==> src/rtl/logger_pkg.sv <==
// Shared constants, FSM state encoding and byte-select helper for the
// sensor-logger transmit scheduler.
package logger_pkg;

  localparam int ADDR_W = 7;
  localparam int DEPTH  = 128;
  localparam int DATA_W = 32;
  localparam int NBYTES = DATA_W / 8;
  localparam int BIDX_W = (NBYTES > 1) ? $clog2(NBYTES) : 1;
  localparam int CNT_W  = ADDR_W + 1;

  localparam logic [CNT_W-1:0]  CNT_FULL  = CNT_W'(DEPTH);
  localparam logic [BIDX_W-1:0] BIDX_LAST = BIDX_W'(NBYTES - 1);

  typedef enum logic [3:0] {
    S_IDLE,
    S_WRITE,
    S_RD_ADDR,
    S_RD_WAIT,
    S_LOAD,
    S_SEND,
    S_WAIT_DONE,
    S_NEXT,
    S_CLEAR
  } state_e;

  function automatic logic [7:0] byte_sel(input logic [DATA_W-1:0] word,
                                          input logic [BIDX_W-1:0] idx);
    return word[8*idx +: 8];
  endfunction

endpackage

==> src/rtl/logger_byte_serializer.sv <==
// Holds one record and presents it to the UART a byte at a time, LSB first,
// with a one-cycle start pulse per byte.
module logger_byte_serializer
  import logger_pkg::*;
(
  input  logic              clk_i,
  input  logic              rst_n_i,
  input  logic              load_i,
  input  logic [DATA_W-1:0] word_i,
  input  logic              step_i,
  output logic              last_o,
  output logic              tx_en_o,
  output logic [7:0]        tx_data_o
);

  logic [DATA_W-1:0] word_q;
  logic [BIDX_W-1:0] byte_idx_q;
  logic [BIDX_W-1:0] byte_idx_nxt;
  logic              tx_en_q;
  logic [7:0]        tx_data_q;

  assign byte_idx_nxt = byte_idx_q + 1'b1;

  always_ff @(posedge clk_i or negedge rst_n_i) begin
    if (!rst_n_i) begin
      word_q     <= '0;
      byte_idx_q <= '0;
      tx_en_q    <= 1'b0;
      tx_data_q  <= '0;
    end else begin
      tx_en_q <= 1'b0;
      if (load_i) begin
        word_q     <= word_i;
        byte_idx_q <= '0;
        tx_en_q    <= 1'b1;
        tx_data_q  <= byte_sel(word_i, '0);
      end else if (step_i) begin
        byte_idx_q <= byte_idx_nxt;
        tx_en_q    <= 1'b1;
        tx_data_q  <= byte_sel(word_q, byte_idx_nxt);
      end
    end
  end

  assign last_o    = (byte_idx_q == BIDX_LAST);
  assign tx_en_o   = tx_en_q;
  assign tx_data_o = tx_data_q;

endmodule

==> src/rtl/logger_tx_scheduler.sv <==
// Record-RAM and UART sequencing for the sensor logger: stores samples on
// record ticks and dumps the whole buffer on transmit ticks.
//
// state     | meaning
// IDLE      | waiting for a record or transmit tick
// WRITE     | one-cycle RAM write of the held sample
// RD_ADDR   | read address presented to the RAM
// RD_WAIT   | RAM read latency
// LOAD      | read data captured by the serializer
// SEND      | Tx_En pulse for the current byte
// WAIT_DONE | waiting for the UART to finish the byte
// NEXT      | advance to the next record or finish
// CLEAR     | buffer emptied; flush a pending record if any
module logger_tx_scheduler
  import logger_pkg::*;
(
  input  logic              in_Clk,
  input  logic              in_RST,
  input  logic              in_Record_Tick,
  input  logic              in_Transmit_Tick,
  input  logic [DATA_W-1:0] in_Sample,
  output logic              out_Ram_We,
  output logic [ADDR_W-1:0] out_Ram_Addr,
  output logic [DATA_W-1:0] out_Ram_Wdata,
  input  logic [DATA_W-1:0] in_Ram_Rdata,
  output logic              out_Tx_En,
  output logic [7:0]        out_Tx_Data,
  input  logic              in_Tx_Done,
  output logic              out_Busy,
  output logic [CNT_W-1:0]  out_Count,
  output logic              out_Overflow
);

  state_e            state_q;
  logic              we_q;
  logic [ADDR_W-1:0] addr_q;
  logic [DATA_W-1:0] wdata_q;
  logic [CNT_W-1:0]  count_q;
  logic              ovf_q;
  logic [CNT_W-1:0]  limit_q;
  logic [CNT_W-1:0]  rd_idx_q;
  logic              pend_v_q;
  logic [DATA_W-1:0] pend_data_q;
  logic              tx_pend_q;

  logic              rec_req;
  logic [DATA_W-1:0] rec_data;
  logic              pend_consume;
  logic              pend_load;
  logic [CNT_W-1:0]  rd_idx_nxt;
  logic              ser_load;
  logic              ser_step;
  logic              ser_last;

  // A latched record is served ahead of a fresh tick; the fresh tick then
  // refills the latch in the same cycle.
  assign rec_req      = in_Record_Tick || pend_v_q;
  assign rec_data     = pend_v_q ? pend_data_q : in_Sample;
  assign pend_consume = pend_v_q && (state_q == S_IDLE || state_q == S_CLEAR);
  assign pend_load    = in_Record_Tick && (state_q != S_IDLE || pend_v_q);
  assign rd_idx_nxt   = rd_idx_q + 1'b1;
  assign ser_load     = (state_q == S_LOAD);
  assign ser_step     = (state_q == S_WAIT_DONE) && in_Tx_Done && !ser_last;

  always_ff @(posedge in_Clk or negedge in_RST) begin
    if (!in_RST) begin
      state_q     <= S_IDLE;
      we_q        <= 1'b0;
      addr_q      <= '0;
      wdata_q     <= '0;
      count_q     <= '0;
      ovf_q       <= 1'b0;
      limit_q     <= '0;
      rd_idx_q    <= '0;
      pend_v_q    <= 1'b0;
      pend_data_q <= '0;
      tx_pend_q   <= 1'b0;
    end else begin
      we_q <= 1'b0;
      case (state_q)
        S_IDLE: begin
          if (rec_req && count_q < CNT_FULL) begin
            we_q      <= 1'b1;
            addr_q    <= count_q[ADDR_W-1:0];
            wdata_q   <= rec_data;
            tx_pend_q <= in_Transmit_Tick;
            state_q   <= S_WRITE;
          end else begin
            if (rec_req) ovf_q <= 1'b1;
            if (in_Transmit_Tick && count_q != '0) begin
              limit_q  <= count_q;
              rd_idx_q <= '0;
              addr_q   <= '0;
              state_q  <= S_RD_ADDR;
            end
          end
        end
        S_WRITE: begin
          count_q <= count_q + 1'b1;
          if (tx_pend_q) begin
            tx_pend_q <= 1'b0;
            limit_q   <= count_q + 1'b1;
            rd_idx_q  <= '0;
            addr_q    <= '0;
            state_q   <= S_RD_ADDR;
          end else begin
            state_q <= S_IDLE;
          end
        end
        S_RD_ADDR:   state_q <= S_RD_WAIT;
        S_RD_WAIT:   state_q <= S_LOAD;
        S_LOAD:      state_q <= S_SEND;
        S_SEND:      state_q <= S_WAIT_DONE;
        S_WAIT_DONE: if (in_Tx_Done) state_q <= ser_last ? S_NEXT : S_SEND;
        S_NEXT: begin
          rd_idx_q <= rd_idx_nxt;
          if (rd_idx_nxt < limit_q) begin
            addr_q  <= rd_idx_nxt[ADDR_W-1:0];
            state_q <= S_RD_ADDR;
          end else begin
            state_q <= S_CLEAR;
          end
        end
        S_CLEAR: begin
          count_q <= '0;
          ovf_q   <= 1'b0;
          if (pend_v_q) begin
            we_q    <= 1'b1;
            addr_q  <= '0;
            wdata_q <= pend_data_q;
            state_q <= S_WRITE;
          end else begin
            state_q <= S_IDLE;
          end
        end
        default: state_q <= S_IDLE;
      endcase

      if (pend_load) begin
        if (!pend_v_q || pend_consume) begin
          pend_v_q    <= 1'b1;
          pend_data_q <= in_Sample;
        end else begin
          ovf_q <= 1'b1;
        end
      end else if (pend_consume) begin
        pend_v_q <= 1'b0;
      end
    end
  end

  logger_byte_serializer u_ser (
    .clk_i     (in_Clk),
    .rst_n_i   (in_RST),
    .load_i    (ser_load),
    .word_i    (in_Ram_Rdata),
    .step_i    (ser_step),
    .last_o    (ser_last),
    .tx_en_o   (out_Tx_En),
    .tx_data_o (out_Tx_Data)
  );

  assign out_Ram_We    = we_q;
  assign out_Ram_Addr  = addr_q;
  assign out_Ram_Wdata = wdata_q;
  assign out_Busy      = (state_q != S_IDLE);
  assign out_Count     = count_q;
  assign out_Overflow  = ovf_q;

endmodule
==> config.mk <==
export PLATFORM = sky130hd
export DESIGN_NAME = logger_tx_scheduler
export DESIGN_NICKNAME = d
export VERILOG_FILES = /design/src/rtl/logger_pkg.sv /design/src/rtl/logger_byte_serializer.sv /design/src/rtl/logger_tx_scheduler.sv
export SDC_FILE = /design/constraint.sdc
export NUM_CORES = 1
export LEC_CHECK = 0
export ABC_CLOCK_PERIOD_IN_PS = 4700
export CAP_MARGIN = 20
export CORE_MARGIN = 2
export CORE_UTILIZATION = 45
export DETAILED_ROUTE_END_ITERATION = 16
export DONT_BUFFER_PORTS = 1
export GPL_TIMING_DRIVEN = 1
export SLEW_MARGIN = 15
export SYNTH_ARGS = -nofsm -noshare
export SYNTH_HDL_FRONTEND = slang
export SYNTH_SLANG_ARGS = --single-unit
==> constraint.sdc <==
create_clock -name in_Clk -period 4.7 [get_ports in_Clk]
set_clock_uncertainty 0.1 [all_clocks]
set_input_delay 0.705 -clock in_Clk [delete_from_list [all_inputs] [get_ports in_Clk]]
set_output_delay 0.705 -clock in_Clk [all_outputs]
set_load 0.01 [all_outputs]
Word level (Yosys, flattened, before mapping). Index checks and enable logic that the tools add are counted. W data, S select, Z words.

Bits in registers: 146. Bits of input ports: 69. Output and inout port bits: 59. Logic and storage cells: 115.

$add $sub $neg: 3. $lt $le $gt $ge: 2. Eq/ne operators: 18. Shifts and indexed selects: 1. Mux-type cells: 46. Reduce and logical (&&, ||, !) cells: 30.

Operators with widths (count): $mux W32 (3); $mux W8 (8); $pmux W32 S2 (1); $pmux W4 S9 (1); $mux W7 (5); $pmux W8 S2 (2); $shiftx A32 B6 Y8 (1); $pmux W7 S4 (1); $pmux W8 S3 (1); $add A8 B1 Y8 const B (2); $eq A4 B3 Y1 const B (4); $mux W4 (4); $mux W1 (13); $ne A2 B2 Y1 const B (5); $reduce_bool A2 Y1 (5); $eq A4 B2 Y1 const B (2); $lt A8 B8 Y1 (1); $lt A8 B8 Y1 const B (1); $mux W2 (4); $reduce_and A2 Y1 (4); $reduce_and A4 Y1 (2); $reduce_bool A4 Y1 (2); $reduce_bool A8 Y1 (1); $logic_and A1 B1 Y1 (6); 13 further kinds (21).

Logic depth before layout (Yosys ltp). Gate-level depths: netlist of the first run.

Depth after elaboration: 6. Mapped depth: 11. Gate-level depth less buffers: 11.

Cells and area by module. Synthesis of the first run repeated with hierarchy kept, for this count alone.

Cell total of the unflattened synthesis: 556. Area total of the unflattened synthesis: 6745.2 sq um.

Modules (own cells, without submodules): logger_tx_scheduler (times used 1, cells an instance 441, area an instance 4904.7 sq um); logger_byte_serializer (times used 1, cells an instance 115, area an instance 1840.5 sq um).

Least setup slack after synthesis of the first run. OpenSTA, ideal clock, no wires.

Path kind: register to register. Start: register rd_idx_q[0]. End: register addr_q[1] (netlist: out_Ram_Addr[1]). Library setup time: 125 ps. Arrival time: 2612 ps. Setup slack: 1863 ps. Cell stages (with the launch flop): 12. Period minus slack after synthesis: 2837 ps. Cells stage by stage: dfrtp_1 > ha_1 > nand2_1 > or2_2 > xor2_1 > inv_1 > ha_1 > nand2_1 > o21ai_0 > o21bai_2 > a211oi_4 > mux2_4.

Cells in the longest elaborated chain, start to end: 4. Elaborated cells on any way between the ends: 6. Those cells by class: add/sub: 1; order compare: 1; eq/ne: 1; mux: 2; reduce/logical: 1.

RTL lines: start: declaration (line logger_tx_scheduler.sv:41) `logic [CNT_W-1:0] rd_idx_q;`; start signal: assignment (line logger_tx_scheduler.sv:116) `rd_idx_q <= rd_idx_nxt;`; $add A8 B1 Y8 * (line logger_tx_scheduler.sv:61) `assign rd_idx_nxt = rd_idx_q + 1'b1;`; $lt A8 B8 Y1 (line logger_tx_scheduler.sv:117) `if (rd_idx_nxt < limit_q) begin`; $ne A2 B2 Y1 (no source line); $reduce_and A5 Y1 (no source line); end signal: assignment (line logger_tx_scheduler.sv:84) `addr_q <= count_q[ADDR_W-1:0];`; end signal: assignment (line logger_tx_scheduler.sv:118) `addr_q <= rd_idx_nxt[ADDR_W-1:0];`; end: declaration (line logger_tx_scheduler.sv:36) `logic [ADDR_W-1:0] addr_q;`.

Every way passes the cells marked *; elsewhere a longest branch is shown, timed or not. The select of a mux whose other input is x is not followed. A chain may end at the register's enable or synchronous reset.

Worst setup path after layout of the first run. Ends and elaborated chain as after synthesis.

==> run_results.csv, run 1 <==
group,metric,value,unit
setup_path,ff2ff_path_depth,11,
setup_path,crit_path_max_incr_delay,0.50,ns
setup_path,path_class,"reg -> reg",
power_and_ir_drop,pwr-share-clk,24.5,%
cells_and_area,regArea,3650,um2
clock_tree,cts_tree,"done",
global_routing,grt-ovfl-total,0,
global_routing,grt_pass1_vias,4482,
cells_and_area,syn_to_final_growth,11.5,%
power_and_ir_drop,p_leak,3.61,nW
setup_path,crit_start,"rd_idx_q[0]",
setup_path,cp_top_family,"compound AO/OA/AOI/OAI gates",
die,ios,128,
timing,slew_headroom,44.3,%
synthesis,ys_seq_elements,146,
setup_path,crit_cells,11,
clock_tree,cts_root_buf,"clkbuf_16",
power_and_ir_drop,p_sw_share,35.6,%
synthesis,yosysWarnings,0,
cells_and_area,final_common_cell,"dfrtp_1",
placement,portBuffers,0,
global_routing,antenna_found_initial,0,
detailed_routing,vias,4386,
setup_path,arrival,3.25,ns
power_and_ir_drop,pwr-share-comb,34.9,%
setup_path,startpoint_type,"flop",
die,num_rows,45,
setup_path,cpMaxStageDelayCell,"a211oi_4",
clock_tree,ctsHtreeMaxLevel,4,
detailed_routing,drc_errors,0,
clock_tree,cts.reportedPaths.clkPinSlew,0.06,ns
power_and_ir_drop,p_int,3.80,mW
setup_path,worstPathRequired,4.90,ns
cells_and_area,antennaDiodeCount,0,
detailed_routing,drt-initial-drc-count,204,
cells_and_area,final_cell_mix,"dfrtp_1, nand2_1, nor2_1, a21oi_1, mux2i_1",
synthesis,async_flop_share,100,%
clock_tree,clockBufferDepth,2,
cells_and_area,multi_input_area,2960,um2
detailed_routing,wl_per_cell,17.1,um
setup_path,r2r-start,"rd_idx_q[0]",
clock_tree,cts_sinks,146,
clock_tree,numCtsBuffers,17,
die,die_height,128,um
detailed_routing,antenna_left,0,
synthesis,syn_nets,705,
timing,finalSetupTns,0,ns
setup_path,cp_num_buf_inv,1,
timing,rsz0062_at_grt,"false",
power_and_ir_drop,power.share.sequential,40.6,%
power_and_ir_drop,power_switching,2.10,mW
synthesis,ys_types,53,
global_routing,gr-usage-all-layers,18.2,%
job,drv_cap,0,
synthesis,synth-edff-count,0,
clock_tree,post-cts-setup-buffer-count,0,
timing,fin_crit_sh,64.7,%
die,dieArea,16300,um2
power_and_ir_drop,p_per_area,768,nW/um2
die,core,15100,um2
timing,hold_violations,0,
clock_tree,worstSkewPairLatency,0.42,ns
timing,hold_ws,0.170,ns
die,die_w,128,um
clock_tree,cts_resized,0,
cells_and_area,fillCellCount,1354,
run_status,status,"completed",
timing,setup_violations,0,
detailed_routing,wl,14000,um
detailed_routing,first_pass_iters,4,
timing,slew_viol_final,0,
synthesis,yosysSeqAreaShare,53.1,%
synthesis,synth_area_leaders,"dfrtp_1, mux2_4, mux2i_1, nand2_1, a21oi_1",
global_routing,grt_max_degree,147,
cells_and_area,drive_gt1_share,14.9,%
synthesis,ys.flop_type,"dfrtp_1",
setup_path,endpoint_kind,"flop",
placement,gp_congestion,0.848,
power_and_ir_drop,ir_worst_vdd,347,uV
synthesis,syn_area,6890,um2
min_path,hp-class,"in -> async",
synthesis,synthCells,625,
global_routing,grt_first_pass_wirelength,23200,um
synthesis,yosys.area.top_type,"dfrtp_1",
detailed_routing,via_per_inst,5.37,
synthesis,syn_avg_cell_area,11.0,um2
setup_path,crit_path_max_fanout,7,
cells_and_area,finalNetCount,697,
clock_tree,cts_hold_buf,1,
synthesis,yosysTopAreaCellShare,53.1,%
timing,fmaxAchievable,329,MHz
die,start_util,45.6,%
timing,min_period,3.04,ns
placement,post-dp-hpwl,9460,um
setup_path,path_cells,"ha_1 > nand2_1 > or2_2 > xor2_1 > inv_1 > ha_1 > nand2_1 > o21ai_0 > o21bai_2 > a211oi_4 > mux2_4",
timing,worst_pin_slew,0.833,ns
routing by layer:
layer / up-vias / wire, um / track usage, %
met1: 2159 / 6060 / 23.3
met5: - / 0 / 0
met2: 110 / 6570 / 28.3
met4: 0 / 177 / 5.69
li1: 2101 / - / -
met3: 16 / 1160 / 7.68
Yosys cell counts, types with 3 or more instances:
master / number
a211o_1: 3
a21o_1: 4
a21oi_1: 52
a22o_1: 3
and2_1: 5
buf_12: 3
buf_2: 9
buf_4: 4
clkbuf_1: 16
dfrtp_1: 146
ha_1: 11
inv_1: 19
mux2_4: 33
mux2i_1: 45
mux4_2: 8
nand2_1: 111
nand2b_1: 3
nand3_1: 4
nand4_1: 3
nor2_1: 66
nor3_1: 5
nor3b_1: 3
o21ai_0: 9
o21ai_1: 9
xnor2_1: 6
xor2_1: 10
metrics by stage:
stage / util [%] / cells / power [mW] / setup slack [ns] / instance area [um2]
4_1_cts: 50.6 / 814 / 5.94 / 1.64 / 7630
3_3_place_gp: 46.0 / 781 / 4.34 / 1.72 / 6940
6_report: 50.9 / 817 / 5.90 / 1.66 / 7670
5_1_grt: 50.9 / 817 / 6.35 / 1.54 / 7670
2_1_floorplan: - / 625 / 4.04 / 1.86 / 6890
3_5_place_dp: 46.2 / 782 / 4.44 / 1.65 / 6970
worst reg2reg max path: cells and delay by family (launching register included):
family                   cells  cell delay (ns)
AO/OA/AOI/OAI                3             0.83
adder cells (fa/ha/maj)      2             0.51
flip-flops                   1             0.44
AND/OR/NAND/NOR              3             0.42
multiplexers                 1             0.34
XOR/XNOR                     1             0.21
buffers and inverters        1             0.07
final cells by class:
| cell class | count | share of cell area (%) |
|---|---|---|
| well taps | 188 | 3.06 |
| inverters | 19 | 0.929 |
| repair buffers | 7 | 1.47 |
| clock buffers | 23 | 6.36 |
| multi-input cells | 426 | 38.6 |
| clock inverters | 8 | 1.96 |
| flip-flops and latches | 146 | 47.6 |
power groups by stage:
stage | Sequential, mW | Combinational [mW] | Clock (mW)
after CTS | 2.40 | 2.06 | 1.48
after detailed placement | 2.42 | 2.02 | 0
after global routing | 2.48 | 2.33 | 1.53
after floorplan | 2.23 | 1.80 | 0
after global placement | 2.40 | 1.94 | 0
final | 2.39 | 2.06 | 1.45
cell families (layout without fill, tap and decap cells):
logic type	Yosys count	after routing	share of synthesized area, %
and+or+nand+nor	218	218	13.7
DFF	146	146	53.1
adders and majority gates	11	11	2.00
muxes	88	88	16.7
xor gates and xnor gates	16	16	2.04
AOI/OAI and AO/OA	93	93	8.43
buffers and inverters	53	57	4.09
state kept, by name, indices dropped and copies added, names as in the netlist:
name and flops:
out_Ram_Wdata 32, pend_data_q 32, u_ser.word_q 32, limit_q 8, out_Count 8, rd_idx_q 8
u_ser.tx_data_o 8, out_Ram_Addr 7, state_q 4, u_ser.byte_idx_q 2, out_Overflow 1, out_Ram_We 1
pend_v_q 1, tx_pend_q 1, u_ser.tx_en_o 1
path summary, 6_finish.rpt:
path / end / slack (ns)
setup / recovery: out_Ram_Addr[1] / 1.66
hold / removal: pend_data_q[30] / 0.17
setup reg to reg: out_Ram_Addr[1] / 1.66
hold reg to reg: u_ser.word_q[17] / 0.37
max in group asynchronous: u_ser.byte_idx_q[0] / 3.79
min in group in_Clk: u_ser.word_q[19] / 0.29
Power figures use the tool's default switching activity.
==> inputs of run 2 (changes only) <==
--- a/config.mk
+++ b/config.mk
@@ -5,7 +5,7 @@
 export SDC_FILE = /design/constraint.sdc
 export NUM_CORES = 1
 export LEC_CHECK = 0
-export ABC_CLOCK_PERIOD_IN_PS = 4700
+export ABC_CLOCK_PERIOD_IN_PS = 2910
 export CAP_MARGIN = 20
 export CORE_MARGIN = 2
 export CORE_UTILIZATION = 45
==> constraint.sdc (replaced) <==
create_clock -name in_Clk -period 2.91 [get_ports in_Clk]
set_clock_uncertainty 0.1 [all_clocks]
set_input_delay 0.4365 -clock in_Clk [delete_from_list [all_inputs] [get_ports in_Clk]]
set_output_delay 0.4365 -clock in_Clk [all_outputs]
set_load 0.01 [all_outputs]
==> run 2 against run 1 <==
Net effect: flip-flop and latch count unchanged; register-to-register slack worse by 1.6 ns; sequential power up 60%; the flow now finishes with violations (hold timing); critical path depth up 1; utilization up 0.69 points; critical endpoint is now out_Ram_Addr[5]; worst hold slack worse by 0.56 ns; largest power group unchanged.
==> run_results.csv, run 2 (same netlist as run 1, synthesis figures left out) <==
group,metric,value,unit
setup_path,crit_path_max_fanout,5,
cells_and_area,multi_input_area,2990,um2
setup_path,worstPathRequired,3.11,ns
global_routing,grt_first_pass_wirelength,23700,um
placement,post-dp-hpwl,9590,um
global_routing,gr-usage-all-layers,18.6,%
timing,hold_violations,146,
setup_path,reg2reg_setup_slack,0.07,ns
setup_path,cpMaxStageDelayCell,"dfrtp_1",
setup_path,cp_common_cell,"buf_4",
die,core,15100,um2
timing,fmaxAchievable,353,MHz
global_routing,grt_pass1_vias,4558,
cells_and_area,syn_to_final_growth,13.0,%
clock_tree,clockBufferDepth,2,
global_routing,grt-ovfl-total,0,
detailed_routing,vias,4470,
cells_and_area,final_common_cell,"dfrtp_1",
cells_and_area,final_area,7780,um2
run_status,violations,"hold timing",
timing,fin_crit_sh,97.5,%
setup_path,rr_endpoint,"out_Ram_Addr[5]",
setup_path,ff2ff_path_depth,12,
cells_and_area,drive_gt1_share,17.4,%
global_routing,antenna_found_initial,0,
cells_and_area,final_cell_mix,"dfrtp_1, nand2_1, nor2_1, a21oi_1, mux2i_1",
die,die_height,128,um
die,num_rows,45,
setup_path,path_cells,"buf_4 > nand2_1 > nor2_2 > and3_1 > xor2_2 > ha_1 > a21oi_1 > o21ai_0 > o21bai_2 > a211oi_4 > buf_4 > mux2_4",
cells_and_area,antennaDiodeCount,0,
clock_tree,cts_tree,"done",
power_and_ir_drop,p_leak,3.65,nW
detailed_routing,drt-initial-drc-count,186,
cells_and_area,fillCellCount,1352,
placement,portBuffers,0,
timing,slew_viol_final,0,
min_path,hp-class,"in -> async",
clock_tree,cts_root_buf,"clkbuf_16",
detailed_routing,wl_per_cell,17.5,um
clock_tree,ctsHtreeMaxLevel,4,
detailed_routing,via_per_inst,5.39,
setup_path,startpoint_type,"flop",
placement,gp_congestion,0.894,
clock_tree,cts_sinks,146,
timing,worst_pin_slew,0.841,ns
timing,setup_violations,0,
cells_and_area,regArea,3650,um2
timing,min_period,2.84,ns
setup_path,endpoint_kind,"flop",
die,die_w,128,um
detailed_routing,wl,14500,um
power_and_ir_drop,ir_worst_vdd,628,uV
run_status,status,"complete, but fails checks",
die,dieArea,16300,um2
setup_path,arrival,3.03,ns
clock_tree,cts.reportedPaths.clkPinSlew,0.06,ns
timing,slew_headroom,43.5,%
power_and_ir_drop,p_per_area,1250,nW/um2
setup_path,critPathCapture,"out_Ram_Addr[5]",
timing,hold_ws,-0.389,ns
detailed_routing,drc_errors,0,
die,start_util,45.6,%
clock_tree,numCtsBuffers,17,
cells_and_area,finalNetCount,710,
setup_path,path_class,"reg -> reg",
job,drv_cap,0,
setup_path,crit_start,"rd_idx_q[0]",
setup_path,r2r-start,"rd_idx_q[0]",
die,ios,128,
setup_path,crit_path_max_incr_delay,0.42,ns
detailed_routing,antenna_left,0,
global_routing,grt_max_degree,147,
detailed_routing,first_pass_iters,4,
placement,place_area,7070,um2
clock_tree,worstSkewPairLatency,0.41,ns
-- run 2: cell count changes in the layout (fill, tap and decap cells not counted), sizes merged --
| cell | delta |
|---|---|
| bufinv | +1 |
| inv | +1 |
| clkinv | -1 |
| clkbuf | -4 |
| clkinvlp | +3 |
| buf | +13 |
-- run 2: worst min-delay path by stage --
stage	to	from	cells past startpoint
6_report	pend_data_q[28]	in_RST	0
5_1_grt	pend_data_q[28]	in_RST	0
4_1_cts	out_Ram_Wdata[28]	in_RST	0
3_5_place_dp	out_Ram_Wdata[28]	in_RST	0
3_3_place_gp	pend_data_q[28]	in_RST	0
2_1_floorplan	limit_q[0]	in_RST	0
-- run 2: worst max-delay path: cells and delay by family (launching register included) --
family,cells,cell delay [ns]
AO/OA/AOI/OAI,4,0.73
XOR/XNOR,1,0.16
adder cells (fa/ha/maj),1,0.26
buffers and inverters,2,0.33
flip-flops,1,0.42
multiplexers,1,0.29
AND/OR/NAND/NOR,3,0.41
-- run 2: cell type report --
| class | instances | area share (%) |
|---|---|---|
| flip-flops and latches | 146 | 47.0 |
| clock inverters | 12 | 2.65 |
| clock buffers | 19 | 5.69 |
| repair buffers | 20 | 2.25 |
| inverters | 19 | 0.917 |
| multi-input cells | 426 | 38.5 |
| well taps | 188 | 3.02 |
-- run 2: layer usage --
| layer | track usage [%] | routed length [um] | share of wire, % | vias up |
|---|---|---|---|---|
| met1 | 24.1 | 6340 | 44 | 2206 |
| met2 | 29.2 | 6850 | 47 | 122 |
| li1 | - | - | - | 2128 |
| met5 | 0 | 0 | 0 | - |
| met4 | 6.27 | 199 | 1.4 | 0 |
| met3 | 6.47 | 1150 | 7.9 | 14 |
-- run 2: power by group --
part | total, mW | internal (mW) | switching, mW
registers | 3.83 | 2.98 | 0.852
logic | 3.48 | 1.72 | 1.76
clock network | 2.39 | 1.54 | 0.849
total | 9.71 | 6.25 | 3.46
-- run 2: metrics by stage --
stage / instances / setup TNS (ns) / setup WS (ns) / util [%] / power, mW
5_1_grt: 830 / -0.134 / -0.0374 / 51.6 / 10.4
3_5_place_dp: 795 / -0.0145 / -0.0145 / 46.8 / 7.29
6_report: 830 / 0 / 0.0737 / 51.6 / 9.71
2_1_floorplan: 625 / 0 / 0.0731 / - / 6.52
4_1_cts: 826 / 0 / 0.0166 / 51.2 / 9.73
3_3_place_gp: 795 / 0 / 0.164 / 46.8 / 7.14
-- run 2: repair_timing --
item | in CTS | in global routing
gates resized for setup | 0 | 5
endpoints found under the setup margin | 1 | 7
endpoints found under the hold margin | 146 | 146
buffers inserted | 0 | 4
pin swaps | 1 | 1
==> inputs of run 3 (changes only) <==
--- a/config.mk
+++ b/config.mk
@@ -5,13 +5,14 @@
 export SDC_FILE = /design/constraint.sdc
 export NUM_CORES = 1
 export LEC_CHECK = 0
-export ABC_CLOCK_PERIOD_IN_PS = 2910
+export ABC_CLOCK_PERIOD_IN_PS = 2300
 export CAP_MARGIN = 20
 export CORE_MARGIN = 2
 export CORE_UTILIZATION = 45
 export DETAILED_ROUTE_END_ITERATION = 16
 export DONT_BUFFER_PORTS = 1
 export GPL_TIMING_DRIVEN = 1
+export SKIP_CTS_REPAIR_TIMING = 1
 export SLEW_MARGIN = 15
 export SYNTH_ARGS = -nofsm -noshare
 export SYNTH_HDL_FRONTEND = slang
==> constraint.sdc (replaced) <==
create_clock -name in_Clk -period 2.3 [get_ports in_Clk]
set_clock_uncertainty 0.1 [all_clocks]
set_input_delay 0.345 -clock in_Clk [delete_from_list [all_inputs] [get_ports in_Clk]]
set_output_delay 0.345 -clock in_Clk [all_outputs]
set_load 0.01 [all_outputs]
==> run 3 against run 2 <==
Net effect: largest cell class unchanged; flip-flop and latch count is the same; critical path depth shrank 2; sequential power grew 23%; the run ends with hold timing, setup timing left; largest power group is now combinational logic; clock-buffer cell count grew 5; power grew 29%; design area grew 11%; fmax grew 7.7%; non-clock buffer count grew 87.
==> run_results.csv, run 3 (same netlist as run 1, synthesis figures left out) <==
group,metric,value,unit
run_status,status,"complete, but fails checks",
run_status,violations,"hold timing, setup timing",
clock_tree,cts_tree,"done",
die,core,15100,um2
timing,slew_headroom,45.3,%
detailed_routing,first_pass_iters,5,
global_routing,grt_max_degree,147,
setup_path,ff2ff_path_depth,10,
global_routing,grt-ovfl-total,0,
cells_and_area,drive_gt1_share,19.5,%
setup_path,critPathCapture,"out_Ram_Addr[6]",
setup_path,crit_path_max_fanout,5,
placement,portBuffers,0,
clock_tree,clockBufferDepth,2,
detailed_routing,via_per_inst,5.30,
setup_path,crit_cells,10,
timing,hold_violations,146,
die,ios,128,
setup_path,cpMaxStageDelayCell,"a211oi_4",
power_and_ir_drop,power,12.5,mW
detailed_routing,wl,16000,um
cells_and_area,finalNonFillerCells,918,
cells_and_area,syn_to_final_growth,25.2,%
timing,min_period,2.63,ns
timing,slew_viol_final,0,
cells_and_area,final_cell_mix,"dfrtp_1, nand2_1, nor2_1, dlygate4sd3_1, a21oi_1",
cells_and_area,final_common_cell,"dfrtp_1",
global_routing,gr-usage-all-layers,18.8,%
global_routing,grt_pass1_vias,4626,
timing,rsz0062_at_grt,"true",
setup_path,reg2reg_setup_slack,-0.33,ns
setup_path,worstPathRequired,2.50,ns
die,dieArea,16300,um2
cells_and_area,fillCellCount,1233,
detailed_routing,drt-initial-drc-count,220,
timing,worst_pin_slew,0.814,ns
cells_and_area,final_area,8620,um2
timing,fmaxAchievable,380,MHz
timing,setup_violations,8,
placement,post-dp-hpwl,10000,um
die,die_height,128,um
die,num_rows,45,
cells_and_area,post-route-util,57.1,%
clock_tree,cts_root_buf,"clkbuf_16",
setup_path,startpoint_type,"flop",
placement,place_area,7300,um2
detailed_routing,drc_errors,0,
min_path,hp-class,"in -> async",
global_routing,grt_first_pass_wirelength,24000,um
placement,gp_congestion,0.851,
die,start_util,45.6,%
setup_path,path_class,"reg -> reg",
clock_tree,cts_sinks,146,
setup_path,cp_top_family,"compound AO/OA/AOI/OAI gates",
setup_path,arrival,2.84,ns
timing,fin_crit_sh,115,%
power_and_ir_drop,ir_worst_vdd,678,uV
power_and_ir_drop,p_per_area,1450,nW/um2
setup_path,cp_num_buf_inv,0,
clock_tree,worstSkewPairLatency,0.42,ns
timing,finalSetupTns,-2.44,ns
detailed_routing,wl_per_cell,17.4,um
cells_and_area,antennaDiodeCount,0,
detailed_routing,antenna_left,0,
setup_path,r2r-start,"rd_idx_q[0]",
detailed_routing,vias,4862,
timing,hold_ws,-0.479,ns
setup_path,crit_path_max_incr_delay,0.39,ns
setup_path,crit_start,"rd_idx_q[0]",
setup_path,path_cells,"nand2_1 > nor2_2 > and3_4 > xor2_2 > ha_4 > a21oi_2 > o21ai_2 > o21bai_4 > a211oi_4 > mux2_4",
setup_path,rr_endpoint,"out_Ram_Addr[6]",
power_and_ir_drop,p_leak,4.04,nW
clock_tree,ctsHtreeMaxLevel,4,
placement,place_inst,821,
placement,dp_slack,-0.311,ns
clock_tree,numCtsBuffers,17,
timing,setup_ws,-0.334,ns
job,drv_cap,0,
cells_and_area,finalNetCount,797,
setup_path,endpoint_kind,"flop",
global_routing,antenna_found_initial,0,
clock_tree,cts.reportedPaths.clkPinSlew,0.06,ns
die,die_w,128,um
## run 3: metal layers
metal | GRT usage, % | wire length (um)
met3 | 6.43 | 974
met1 | 24.4 | 7250
met2 | 29.8 | 7600
met4 | 6.21 | 167
met5 | 0 | 0
## run 3: layout make-up
| class | instances | area (um2) | share of cell area (%) |
|---|---|---|---|
| tap | 188 | 235 | 2.73 |
| timing repair buffer | 107 | 1000 | 11.6 |
| multi-input combinational | 426 | 3050 | 35.3 |
| clock buffer | 24 | 512 | 5.94 |
| clock inverter | 8 | 98.8 | 1.15 |
| sequential | 146 | 3650 | 42.4 |
| inverter | 19 | 71.3 | 0.827 |
## run 3: worst min path at each step
stage | cells past startpoint | from | slack [ns] | to
detailed placement | 0 | in_RST | -0.05 | out_Ram_Wdata[28]
finish | 0 | in_RST | -0.48 | out_Ram_Wdata[28]
global route | 0 | in_RST | -0.50 | pend_data_q[25]
floorplan | 0 | in_RST | -0.05 | limit_q[0]
global placement | 0 | in_RST | -0.05 | out_Ram_Wdata[28]
CTS | 0 | in_RST | -0.50 | out_Count[6]
## run 3: power breakdown
part	internal [mW]	switching (mW)	total (mW)	leakage, nW
sequential	3.78	0.943	4.72	1.76
clock	1.77	1.06	2.83	0.298
combinational	2.42	2.52	4.94	1.98
total	7.96	4.52	12.5	4.04
